File: src/rtl/lsu.sv
// ---------------------------------------------------------------------------
// lsu -- load/store unit between the pipeline and a word-wide memory bus.
//
// Takes one byte/halfword/word access at a time, at any byte alignment.
// Accesses that straddle a word boundary become two bus beats, and the
// result is reassembled from both words. Each beat has its own watchdog.
// If the bus stalls too long, the access ends with an error response.
//
// Ports
//   clk, rst                 clock, synchronous active-high reset
//   req_valid/req_ready      pipeline request handshake (ready only in IDLE)
//   req_we, req_type         store flag, access type (lb/lh/lw/lbu/lhu)
//   req_addr, req_wdata      byte address, right-justified store data
//   resp_valid/err/rdata     one-cycle completion pulse with extended data
//   mem_req/mem_gnt          bus request, accepted when mem_gnt=1
//   mem_we/be/addr/wdata     beat write flag, byte lanes, word address, data
//   mem_rvalid/mem_rdata     beat completion, word read data
// ---------------------------------------------------------------------------
module lsu #(
  parameter int unsigned TIMEOUT = 255
) (
  input  logic        clk,
  input  logic        rst,
  input  logic        req_valid,
  output logic        req_ready,
  input  logic        req_we,
  input  logic [2:0]  req_type,
  input  logic [31:0] req_addr,
  input  logic [31:0] req_wdata,
  output logic        resp_valid,
  output logic [31:0] resp_rdata,
  output logic        resp_err,
  output logic        mem_req,
  input  logic        mem_gnt,
  output logic        mem_we,
  output logic [3:0]  mem_be,
  output logic [31:0] mem_addr,
  output logic [31:0] mem_wdata,
  input  logic        mem_rvalid,
  input  logic [31:0] mem_rdata
);

  // The watchdog fires on the cycle whose count reaches TIMEOUT.
  localparam logic [15:0] TO_LAST = 16'(TIMEOUT - 1);

  typedef enum logic [2:0] {IDLE, REQ0, WAIT0, REQ1, WAIT1, DONE} state_t;

  // Loads accept only the five defined encodings. Stores use only the size
  // bits, so only size 11 is illegal for a store.
  function automatic logic legal_type(input logic we, input logic [2:0] t);
    if (we) return (t[1:0] != 2'b11);
    return (t == 3'b000) || (t == 3'b001) || (t == 3'b010) ||
           (t == 3'b100) || (t == 3'b101);
  endfunction

  // Byte-lane mask shifted across two words. The low nibble holds the
  // lanes of the first beat and the high nibble the lanes of the second.
  function automatic logic [7:0] be_span(input logic [1:0] sz,
                                         input logic [1:0] off);
    logic [3:0] mask;
    case (sz)
      2'b00:   mask = 4'b0001;
      2'b01:   mask = 4'b0011;
      default: mask = 4'b1111;
    endcase
    return {4'b0000, mask} << off;
  endfunction

  // Store data shifted into lanes across two words.
  function automatic logic [63:0] wdata_span(input logic [31:0] wd,
                                             input logic [1:0]  off);
    return {32'd0, wd} << {off, 3'b000};
  endfunction

  // Pull the addressed bytes out of {hi,lo} and extend them to 32 bits.
  function automatic logic [31:0] load_ext(input logic [63:0] words,
                                           input logic [1:0]  off,
                                           input logic [2:0]  t);
    logic [31:0] sh;
    sh = 32'(words >> {off, 3'b000});
    case (t[1:0])
      2'b00:   return t[2] ? {24'd0, sh[7:0]}  : {{24{sh[7]}}, sh[7:0]};
      2'b01:   return t[2] ? {16'd0, sh[15:0]} : {{16{sh[15]}}, sh[15:0]};
      default: return sh;
    endcase
  endfunction

  state_t      state_q, state_d;
  logic        req_ready_q, req_ready_d;
  logic        resp_valid_q, resp_valid_d;
  logic        resp_err_q, resp_err_d;
  logic [31:0] resp_rdata_q, resp_rdata_d;
  logic        mem_req_q, mem_req_d;
  logic        mem_we_q, mem_we_d;
  logic [3:0]  mem_be_q, mem_be_d;
  logic [31:0] mem_addr_q, mem_addr_d;
  logic [31:0] mem_wdata_q, mem_wdata_d;
  logic [31:0] addr_q, addr_d;
  logic [31:0] wdata_q, wdata_d;
  logic [2:0]  type_q, type_d;
  logic        we_q, we_d;
  logic [31:0] lo_q, lo_d;
  logic [15:0] cnt_q, cnt_d;

  logic [31:0] src_addr;
  logic [31:0] src_wdata;
  logic [2:0]  src_type;
  logic [7:0]  span_be;
  logic [63:0] span_wd;
  logic        split;
  logic        timeout_hit;

  // Next-state and next-output logic. Every output is registered, so each
  // output value is computed here for the state being entered. In IDLE the
  // first beat is built straight from the request inputs. The request is
  // captured on the same edge, so the captured copy is not ready yet.
  always_comb begin
    src_addr    = (state_q == IDLE) ? req_addr  : addr_q;
    src_wdata   = (state_q == IDLE) ? req_wdata : wdata_q;
    src_type    = (state_q == IDLE) ? req_type  : type_q;
    span_be     = be_span(src_type[1:0], src_addr[1:0]);
    span_wd     = wdata_span(src_wdata, src_addr[1:0]);
    split       = |span_be[7:4];
    timeout_hit = (cnt_q == TO_LAST);

    state_d      = state_q;
    resp_valid_d = 1'b0;
    resp_err_d   = 1'b0;
    resp_rdata_d = 32'd0;
    mem_req_d    = 1'b0;
    mem_we_d     = mem_we_q;
    mem_be_d     = mem_be_q;
    mem_addr_d   = mem_addr_q;
    mem_wdata_d  = mem_wdata_q;
    addr_d       = addr_q;
    wdata_d      = wdata_q;
    type_d       = type_q;
    we_d         = we_q;
    lo_d         = lo_q;
    cnt_d        = cnt_q;

    case (state_q)
      IDLE: begin
        if (req_valid) begin
          addr_d  = req_addr;
          wdata_d = req_wdata;
          type_d  = req_type;
          we_d    = req_we;
          if (!legal_type(req_we, req_type)) begin
            state_d      = DONE;
            resp_valid_d = 1'b1;
            resp_err_d   = 1'b1;
          end else begin
            state_d     = REQ0;
            mem_req_d   = 1'b1;
            mem_we_d    = req_we;
            mem_addr_d  = {req_addr[31:2], 2'b00};
            mem_be_d    = span_be[3:0];
            mem_wdata_d = span_wd[31:0];
            cnt_d       = 16'd0;
          end
        end
      end

      REQ0, REQ1: begin
        cnt_d = cnt_q + 16'd1;
        if (mem_gnt) begin
          state_d = (state_q == REQ0) ? WAIT0 : WAIT1;
        end else if (timeout_hit) begin
          state_d      = DONE;
          resp_valid_d = 1'b1;
          resp_err_d   = 1'b1;
        end else begin
          mem_req_d = 1'b1;
        end
      end

      WAIT0: begin
        cnt_d = cnt_q + 16'd1;
        if (mem_rvalid) begin
          lo_d = mem_rdata;
          if (split) begin
            state_d     = REQ1;
            mem_req_d   = 1'b1;
            mem_we_d    = we_q;
            mem_addr_d  = {addr_q[31:2], 2'b00} + 32'd4;
            mem_be_d    = span_be[7:4];
            mem_wdata_d = span_wd[63:32];
            cnt_d       = 16'd0;
          end else begin
            state_d      = DONE;
            resp_valid_d = 1'b1;
            resp_rdata_d = we_q ? 32'd0
                                : load_ext({32'd0, mem_rdata}, addr_q[1:0], type_q);
          end
        end else if (timeout_hit) begin
          state_d      = DONE;
          resp_valid_d = 1'b1;
          resp_err_d   = 1'b1;
        end
      end

      WAIT1: begin
        cnt_d = cnt_q + 16'd1;
        if (mem_rvalid) begin
          state_d      = DONE;
          resp_valid_d = 1'b1;
          resp_rdata_d = we_q ? 32'd0
                              : load_ext({mem_rdata, lo_q}, addr_q[1:0], type_q);
        end else if (timeout_hit) begin
          state_d      = DONE;
          resp_valid_d = 1'b1;
          resp_err_d   = 1'b1;
        end
      end

      DONE: begin
        state_d = IDLE;
      end

      default: begin
        state_d = IDLE;
      end
    endcase

    req_ready_d = (state_d == IDLE);
  end

  // State register and registered outputs. Reset returns to IDLE and
  // abandons any beat in flight.
  always_ff @(posedge clk) begin
    if (rst) begin
      state_q      <= IDLE;
      req_ready_q  <= 1'b1;
      resp_valid_q <= 1'b0;
      resp_err_q   <= 1'b0;
      resp_rdata_q <= 32'd0;
      mem_req_q    <= 1'b0;
      mem_we_q     <= 1'b0;
      mem_be_q     <= 4'd0;
      mem_addr_q   <= 32'd0;
      mem_wdata_q  <= 32'd0;
      addr_q       <= 32'd0;
      wdata_q      <= 32'd0;
      type_q       <= 3'd0;
      we_q         <= 1'b0;
      lo_q         <= 32'd0;
      cnt_q        <= 16'd0;
    end else begin
      state_q      <= state_d;
      req_ready_q  <= req_ready_d;
      resp_valid_q <= resp_valid_d;
      resp_err_q   <= resp_err_d;
      resp_rdata_q <= resp_rdata_d;
      mem_req_q    <= mem_req_d;
      mem_we_q     <= mem_we_d;
      mem_be_q     <= mem_be_d;
      mem_addr_q   <= mem_addr_d;
      mem_wdata_q  <= mem_wdata_d;
      addr_q       <= addr_d;
      wdata_q      <= wdata_d;
      type_q       <= type_d;
      we_q         <= we_d;
      lo_q         <= lo_d;
      cnt_q        <= cnt_d;
    end
  end

  assign req_ready  = req_ready_q;
  assign resp_valid = resp_valid_q;
  assign resp_err   = resp_err_q;
  assign resp_rdata = resp_rdata_q;
  assign mem_req    = mem_req_q;
  assign mem_we     = mem_we_q;
  assign mem_be     = mem_be_q;
  assign mem_addr   = mem_addr_q;
  assign mem_wdata  = mem_wdata_q;

endmodule

File: config.mk
export PLATFORM = sky130hd
export DESIGN_NAME = lsu
export DESIGN_NICKNAME = d
export VERILOG_FILES = /design/src/rtl/lsu.sv
export SDC_FILE = /design/constraint.sdc
export NUM_CORES = 1
export LEC_CHECK = 0
export BUFFER_PORTS_ARGS = -buffer_cell sky130_fd_sc_hd__buf_2
export CORE_MARGIN = 5
export CORE_UTILIZATION = 55
export CTS_BUF_LIST = sky130_fd_sc_hd__clkbuf_2
export CTS_CLUSTER_SIZE = 16
export DETAILED_ROUTE_END_ITERATION = 7
export PLACE_DENSITY = 0.76
export SLEW_MARGIN = 20
export SYNTH_ARGS = -nofsm -noshare
export SYNTH_HDL_FRONTEND = slang
export SYNTH_SLANG_ARGS = --single-unit
File: constraint.sdc
create_clock -name clk -period 3.4 [get_ports clk]
set_clock_uncertainty 0.05 [all_clocks]
set_input_delay 0.68 -clock clk [delete_from_list [all_inputs] [get_ports clk]]
set_output_delay 0.68 -clock clk [all_outputs]
set_load 0.02 [all_outputs]
==> results.cfg, run 1 <==
[finish]
postLayoutCoreUtil_pct = 66.40
final_cells = 2067
fillers = 1853
layout-drive-gt1-share_pct = 23.77
regArea_um2 = 4449
nets = 1847
multi_input_area_um2 = 7043
area_growth_pct = 19.39

[global_route]
gr-total-overflow = 0
grtUsageTotal_pct = 28.77
grt_pass1_wl_mm = 59.46
grt_max_degree = 143
grt_pass1_vias = 11760
antenna_found_initial = 3

[floorplanning]
fp.coreArea_um2 = 21690
die_y_um = 158.1
initial_core_util_pct = 55.62
die_x_um = 158.1
num_rows = 54
dieArea_um2 = 24990
io_pins = 210

[min_path]
hp-class = in2reg
holdPathEnd = lo_q[22]$_SDFFE_PP0P_
hold_depth = 3
hp-start = mem_rdata[22]

[synth]
synth.avg_cell_area_um2 = 8.026
synth_largest_area_cell = dfxtp_1
synth_warnings = 0
synthAdderAreaFrac_pct = 0.3112
synth_common_cells = nand2_1 (286), dfxtp_1 (222), a21oi_1 (178), nor2_1 (143), clkbuf_1 (81)
synth-main-ff-cell = dfxtp_1
synth-xor-area-share_pct = 3.122
synth_edf_count = 0
yosysTopAreaCellShare_pct = 36.84
synth_cell_types = 75
synthMuxAreaShare_pct = 13.77
seq_area_frac_synth_pct = 36.84
syn-cell-area_um2 = 12060
yosysMostFrequentCell = nand2_1
syn_inst = 1503
async_reset_ff_share_pct = 0
synth-simple-area-share_pct = 21.69
synthTopCellsByArea = dfxtp_1 (37%), nand2_1 (8.9%), a21oi_1 (7.4%)
synth_top_family_by_area = simple AND/OR/NAND/NOR gates
synth-compound-area-share_pct = 19.34
ys_ff_latch = 222

[critical_path]
critPathLaunchType = flip-flop
rr_endpoint = mem_wdata[4]$_SDFFE_PP0P_
r2r-start = state_q[2]$_SDFF_PP0_
end_kind = flip-flop
critPathRequiredTime_ps = 4050
cp.arrival_ps = 3470
path_max_fanout = 53
critical_path_class = reg2reg
worstRegToRegCells = 7
rrSetupSlack_ps = 580

[place]
dp.cells = 1890
hpwlAfterDp_mm = 24.66
io_buffers = 207
gp_congestion = 0.9245

[detailed_routing]
wl_met1_mm = 15.15
dr.pass1.iters = 7
drc = 0
wl_met2_mm = 17.41
drtIter0Drc = 1163
met3_length_mm = 3.234
ant_nets = 0
highest_layer = met4
via_per_inst = 5.978
wl_per_cell_um = 17.97
wl_mm = 37.14
vias = 12360

[sta]
max_slew_margin_pct = 29.07
rsz0062_at_grt = no
period_needed_ps = 2816
max_freq_mhz = 355.1
whs_ps = 69.91
hold_viol = 0
setup_tns_ps = 0
drv_slew = 0
finalSetupViolCount = 0
fin_crit_sh_pct = 82.83
worstMarginPinSlew_ps = 1062

[clock_network]
clockRootBuffer = clkbuf_2
cts_setup_buffers = 0
cts_tree = done
numCtsBuffers = 59
cts.sinks = 222
clkTransAtPathRegs_ps = 110
cts_buffer_depth = 3
htreeDepth = 2
cts_resized = 0
insertion_delay_ps = 860

[status]
outcome = finished clean

[power_and_ir_drop]
p_per_area_nw_per_um2 = 511.6
p_leak_nw = 5.871
power_mw = 7.368
vdd_ir_drop_max_uv = 335.2

[flow_run]
maxCapViolCount = 0
[power by group]
part           total (mW)  internal [mW]  switching [mW]
Clock                1.92          0.784            1.14
Combinational        2.35          0.875            1.48
Sequential           3.09           2.85           0.243
Total                7.37           4.51            2.86
[through the flow]
stage / cell area, um2 / setup WS, ps
2_1_floorplan: 12070 / 1006
3_3_place_gp: 13170 / 784.1
3_5_place_dp: 13170 / 659.5
4_1_cts: 14380 / 657.9
5_1_grt: 14400 / 283.6
6_report: 14400 / 583.6
[critical path: stages (launching register included)]
cell      delay [ps]
dfxtp_1          780
or3_1            240
buf_4            440
nor3b_1          110
a21oi_1          550
o22ai_1          150
a211oi_1         290
nor3_1            80
[flip-flops by register name, indices dropped and copies added, names as in the netlist, 3 cells and up]
register    count
addr_q         32
cnt_q          16
lo_q           32
mem_addr       30
mem_be          4
mem_wdata      32
resp_rdata     32
state_q         3
type_q          3
wdata_q        32
[layout make-up]
class,count,share of cell area (%)
well taps,280,2.433
clock inverters,15,0.6082
multi-input cells,1138,48.91
flip-flops and latches,222,30.89
repair buffers,299,13.45
inverters,19,0.4952
diodes,3,0.05213
clock buffers,91,3.162
[kinds of logic (layout without fill, tap and decap cells)]
logic type | count (synthesis) | after routing
and+or+nand+nor | 596 | 596
muxes | 133 | 133
buffers and inverters | 144 | 424
other | 1 | 5
AOI/OAI and AO/OA | 361 | 361
xor gates and xnor gates | 43 | 43
adders and majority gates | 3 | 3
DFF | 222 | 222
[cell usage in the layout, fill, tap and decap left out, drive strengths merged, types with 8 or more instances in the layout]
cell type,n
nand2,286
buf,231
dfxtp,222
a21oi,179
nor2,145
clkbuf,91
mux2i,70
dlygate4sd3,68
nor3,55
mux2,41
o21ai,34
nand3,33
xnor2,25
o22ai,24
o211ai,23
mux4,22
a211o,22
inv,19
xor2,18
nand4,15
clkinv,14
a211oi,12
nor2b,11
nor4,11
o22a,8
o221a,8
[per-layer routing]
metal / track usage [%] / vias to the layer above
met5: 0 / -
met4: 12.14 / 0
met3: 5.741 / 116
met2: 46.58 / 625
met1: 37.58 / 5789
li1: - / 5826
[worst max-delay path by stage]
| stage | endpoint | from | depth (start not counted) | slack [ps] |
|---|---|---|---|---|
| floorplan | mem_wdata[2]$_SDFFE_PP0P_ | req_addr[0] | 8 | 1010 |
| global placement | mem_wdata[4]$_SDFFE_PP0P_ | state_q[2]$_SDFF_PP0_ | 7 | 780 |
| CTS | mem_wdata[4]$_SDFFE_PP0P_ | state_q[2]$_SDFF_PP0_ | 7 | 660 |
| finish | mem_wdata[4]$_SDFFE_PP0P_ | state_q[2]$_SDFF_PP0_ | 7 | 580 |
| global route | mem_wdata[1]$_SDFFE_PP0P_ | state_q[2]$_SDFF_PP0_ | 7 | 280 |
| detailed placement | mem_wdata[4]$_SDFFE_PP0P_ | state_q[2]$_SDFF_PP0_ | 7 | 660 |
[repair_timing]
action | 4_1_cts | 5_1_grt
hold buffers | 67 | 1
setup endpoints to repair | 0 | 0
hold endpoints to repair | 74 | 1
Power figures use the tool's default switching activity.
==> run 2, diff against run 1 <==
CORE_UTILIZATION = 53   (was 55)
clock period = 2.4 ns   (was 3.4 ns; I/O delays follow)
==> run 2 against run 1 <==
Effect of this change:
- final area rose by 5.2%
- largest power group unchanged
- critical path depth rose by 2
- routed wire length rose by 4.3%
- critical path type unchanged
- maximum frequency rose by 24%
- die area rose by 3.5%
==> results.cfg, run 2 (synthesized netlist as in run 1, its figures left out) <==
[sta]
fin_crit_sh_pct = 94.95
worstMarginPinSlew_ps = 714.8
drv_slew = 0
setup_tns_ps = 0
max_slew_margin_pct = 52.35
whs_ps = 81.71
finalSetupViolCount = 0
period_needed_ps = 2279
hold_viol = 0
max_freq_mhz = 438.8

[finish]
area_growth_pct = 25.55
final_cells = 2148
layout_common_cells = nand2_1 (285), dfxtp_1 (217), buf_2 (206), a21oi_1 (178), nor2_1 (143)
regArea_um2 = 4453
fillers = 1857
layout-drive-gt1-share_pct = 25.36
multi_input_area_um2 = 7086
nets = 1927
final_common_cell = nand2_1
postLayoutCoreUtil_pct = 67.30

[clock_network]
clockRootBuffer = clkbuf_2
htreeDepth = 2
insertion_delay_ps = 900
cts_tree = done
clkTransAtPathRegs_ps = 130
numCtsBuffers = 58
cts.sinks = 222
cts_buffer_depth = 3

[global_route]
grt_max_degree = 131
grt_pass1_wl_mm = 62.18
gr-total-overflow = 0
grt_pass1_vias = 12390
grtUsageTotal_pct = 28.66
antenna_found_initial = 2

[min_path]
hold_depth = 4
hp-class = in2reg

[critical_path]
setup.worst_path.end = cnt_q[11]$_SDFFE_PP0P_
cp.arrival_ps = 2990
cp.buffers_inverters = 3
cp_num_cells = 9
cp_top_family = buffers and inverters
slowest_stage = dfxtp_2
cpMostUsedCell = buf_4
critical_path_class = reg2reg
r2r-start = state_q[2]$_SDFF_PP0_
rr_endpoint = cnt_q[11]$_SDFFE_PP0P_
critPathLaunchType = flip-flop
end_kind = flip-flop
worstRegToRegCells = 9
path_max_fanout = 36
cpPeakStageDelay_ps = 410
critPathRequiredTime_ps = 3110
path_cells = buf_4 > nand2b_1 > a31oi_2 > nand3_2 > o211ai_1 > bufbuf_16 > nand2_1 > buf_4 > nor2_1
rrSetupSlack_ps = 120
setup.worst_path.start = state_q[2]$_SDFF_PP0_

[floorplanning]
dieArea_um2 = 25880
fp.coreArea_um2 = 22500
initial_core_util_pct = 53.61
die_y_um = 160.9
io_pins = 210
die_x_um = 160.9
num_rows = 55

[detailed_routing]
vias = 12720
drc = 0
drtIter0Drc = 1155
dr.pass1.iters = 6
wl_per_cell_um = 18.04
ant_nets = 0
via_per_inst = 5.922
wl_mm = 38.74

[power_and_ir_drop]
p_per_area_nw_per_um2 = 702.4
p_leak_nw = 6.229
vdd_ir_drop_max_uv = 497.3
power_mw = 10.64

[flow_run]
maxCapViolCount = 0

[place]
dp.cells = 1942
io_buffers = 207
gp_congestion = 0.9306
hpwlAfterDp_mm = 25.67

[status]
outcome = finished clean
==> run 2: how the worst min path moves through the flow <==
stage / startpoint / endpoint / slack (ps)
after detailed placement: mem_addr[22]$_SDFFE_PP0P_ / mem_addr[22]$_SDFFE_PP0P_ / 400
after floorplan: lo_q[2]$_SDFFE_PP0P_ / lo_q[2]$_SDFFE_PP0P_ / 380
after global placement: mem_addr[8]$_SDFFE_PP0P_ / mem_addr[8]$_SDFFE_PP0P_ / 390
after CTS: req_addr[0] / addr_q[0]$_SDFFE_PP0P_ / 5
after global routing: rst / resp_rdata[3]$_SDFF_PP0_ / 50
final: rst / resp_rdata[0]$_SDFF_PP0_ / 80
==> run 2: metrics by stage <==
step / setup WS (ps) / cell area (um2)
finish: 121.2 / 15140
global route: -10.51 / 15140
CTS: 6.557 / 15070
detailed placement: 81.28 / 13540
global placement: 136.8 / 13540
floorplan: 157.7 / 12070
==> run 2: area by class of cell <==
class                      count  area share (%)
clock inverter                19          0.7105
sequential                   222           29.40
antenna                        2         0.03305
timing repair buffer         380           17.50
multi-input combinational   1138           46.79
inverter                      19          0.4709
clock buffer                  83           2.743
tap                          285           2.355
==> run 2: timing repair <==
action	4_1_cts	5_1_grt
hold endpoints to repair	149	0
hold buffers	100	0
gates resized for setup	0	12
setup buffers	0	2
setup endpoints to repair	0	81
==> run 2: layer usage <==
layer / up-vias / routed length, um / GRT usage (%)
met1: 5963 / 15900 / 37.31
li1: 5974 / - / -
met5: - / 0 / 0
met2: 660 / 17940 / 46.12
met4: 0 / 1474 / 12.29
met3: 123 / 3421 / 6.236
==> run 2: worst reg2reg max path, delay by kind of cell (launching register included) <==
kind            cells  cell delay, ps
buf+inv             3             770
simple gates        4             530
flops               1             410
compound gates      2             380
==> run 2: power breakdown <==
group	switching [mW]	leakage [nW]	internal (mW)
logic	2.22	4.03	1.43
registers	0.294	1.81	4.04
clock network	1.61	0.389	1.04
total	4.13	6.23	6.51
==> run 3, diff against run 2 <==
PLACE_DENSITY = not set   (was 0.76)
PLACE_DENSITY_LB_ADDON = 0.12   (was not set)
==> run 3 against run 2 <==
Effect of this change:
- hold slack gained 3.9 ps
- power grew 0.24%
- global-route usage shrank 0.12 points
- utilization grew 0.32 points
- critical path depth shrank 3
- via count shrank 1.5%
- non-clock buffer count grew 6
- clock power shrank 2%
- routed wire length grew 0.40%
==> results.cfg, run 3 (synthesized netlist as in run 1, its figures left out) <==
[sta]
max_slew_margin_pct = 47.02
period_needed_ps = 2269
whs_ps = 85.64
hold_viol = 0
fin_ws_ps = 131.3
max_freq_mhz = 440.8
worstMarginPinSlew_ps = 794.7
fin_crit_sh_pct = 94.53
drv_slew = 0
finalSetupViolCount = 0

[place]
dpl_worst_slack_ps = 21.07
io_buffers = 207
gp_congestion = 0.9184
hpwlAfterDp_mm = 25.39

[clock_network]
cts_buffer_depth = 3
clockRootBuffer = clkbuf_2
cts.sinks = 222
htreeDepth = 2
numCtsBuffers = 59
clkTransAtPathRegs_ps = 110
cts_tree = done
insertion_delay_ps = 850

[critical_path]
critPathRequiredTime_ps = 3120
path_max_fanout = 6
worstRegToRegCells = 6
end_kind = flip-flop
critPathLaunchType = flip-flop
cp.arrival_ps = 2990
critical_path_class = reg2reg

[global_route]
grtUsageTotal_pct = 28.54
grt_pass1_wl_mm = 61.58
antenna_found_initial = 1
gr-total-overflow = 0
grt_pass1_vias = 12050
grt_max_degree = 144

[detailed_routing]
vias = 12520
wl_mm = 38.89
wl_per_cell_um = 18.02
ant_nets = 0
dr.pass1.iters = 6
via_per_inst = 5.804
drc = 0
drtIter0Drc = 1283

[power_and_ir_drop]
power_mw = 10.66
vdd_ir_drop_max_uv = 449.4
p_per_area_nw_per_um2 = 700.7
p_leak_nw = 6.297

[floorplanning]
die_y_um = 160.9
num_rows = 55
initial_core_util_pct = 53.61
dieArea_um2 = 25880
die_x_um = 160.9
fp.coreArea_um2 = 22500
io_pins = 210

[finish]
nets = 1934
layout-drive-gt1-share_pct = 25.59
final_common_cell = nand2_1
area_growth_pct = 26.15
layout_common_cells = nand2_1 (285), dfxtp_1 (218), buf_2 (207), a21oi_1 (178), nor2_1 (143)

[flow_run]
maxCapViolCount = 0

[status]
outcome = finished clean

[min_path]
hold_depth = 3
hp-class = in2reg
==> run 3: stage by stage <==
stage	std cells	instance area, um2	setup TNS (ps)	utilization (%)
6_report	2158	15220	0	67.62
5_1_grt	2158	15220	-44.19	67.62
4_1_cts	2152	15170	0	67.43
3_5_place_dp	1944	13640	0	60.63
3_3_place_gp	1944	13640	0	60.63
2_1_floorplan	1504	12070	0	-
==> run 3: path summary, 6_finish.rpt <==
check                           slack [ps]               startpoint                         to
worst max-delay path                   130  addr_q[12]$_SDFFE_PP0P_  mem_addr[31]$_SDFFE_PP0P_
worst min-delay path                    90               mem_rvalid   resp_rdata[8]$_SDFF_PP0_
worst max register to register         130  addr_q[12]$_SDFFE_PP0P_  mem_addr[31]$_SDFFE_PP0P_
worst min register to register         410   mem_be[3]$_SDFFE_PP0P_     mem_be[3]$_SDFFE_PP0P_
==> run 3: routing by layer <==
layer | vias up | GRT usage, % | share of wire (%)
li1 | 5998 | - | -
met1 | 5864 | 37.50 | 42
met2 | 558 | 46.30 | 47
met3 | 104 | 6.313 | 8.1
met4 | 0 | 10.51 | 2.9
met5 | - | 0 | 0
==> run 3: layout make-up <==
type,count,area (um2)
Inverter,19,71.32
Timing Repair Buffer,386,2774
Clock inverter,18,72.57
Tap cell,285,356.6
Antenna cell,1,2.502
Clock buffer,89,445.4
Multi-Input combinational cell,1138,7043
Fill cell,1928,7286
Sequential cell,222,4452
==> run 3: where the power goes <==
| group | internal [mW] | switching (mW) | total [mW] |
|---|---|---|---|
| Clock | 0.993 | 1.62 | 2.61 |
| Sequential | 4.04 | 0.305 | 4.34 |
| Combinational | 1.49 | 2.21 | 3.71 |
==> run 3: timing repair <==
| item | in CTS | in global routing |
|---|---|---|
| hold endpoints to repair | 150 | 0 |
| hold buffers | 101 | 0 |
| buffers inserted | 0 | 4 |
| endpoints found under the setup margin | 0 | 32 |
| resized for setup | 0 | 3 |
==> run 3: critical path, stage by stage (launching register included) <==
cell	delay, ps
dfxtp_1	440
nand4_1	140
or4_1	730
nor4_2	300
xnor2_1	110
a211o_1	300
a21oi_1	120
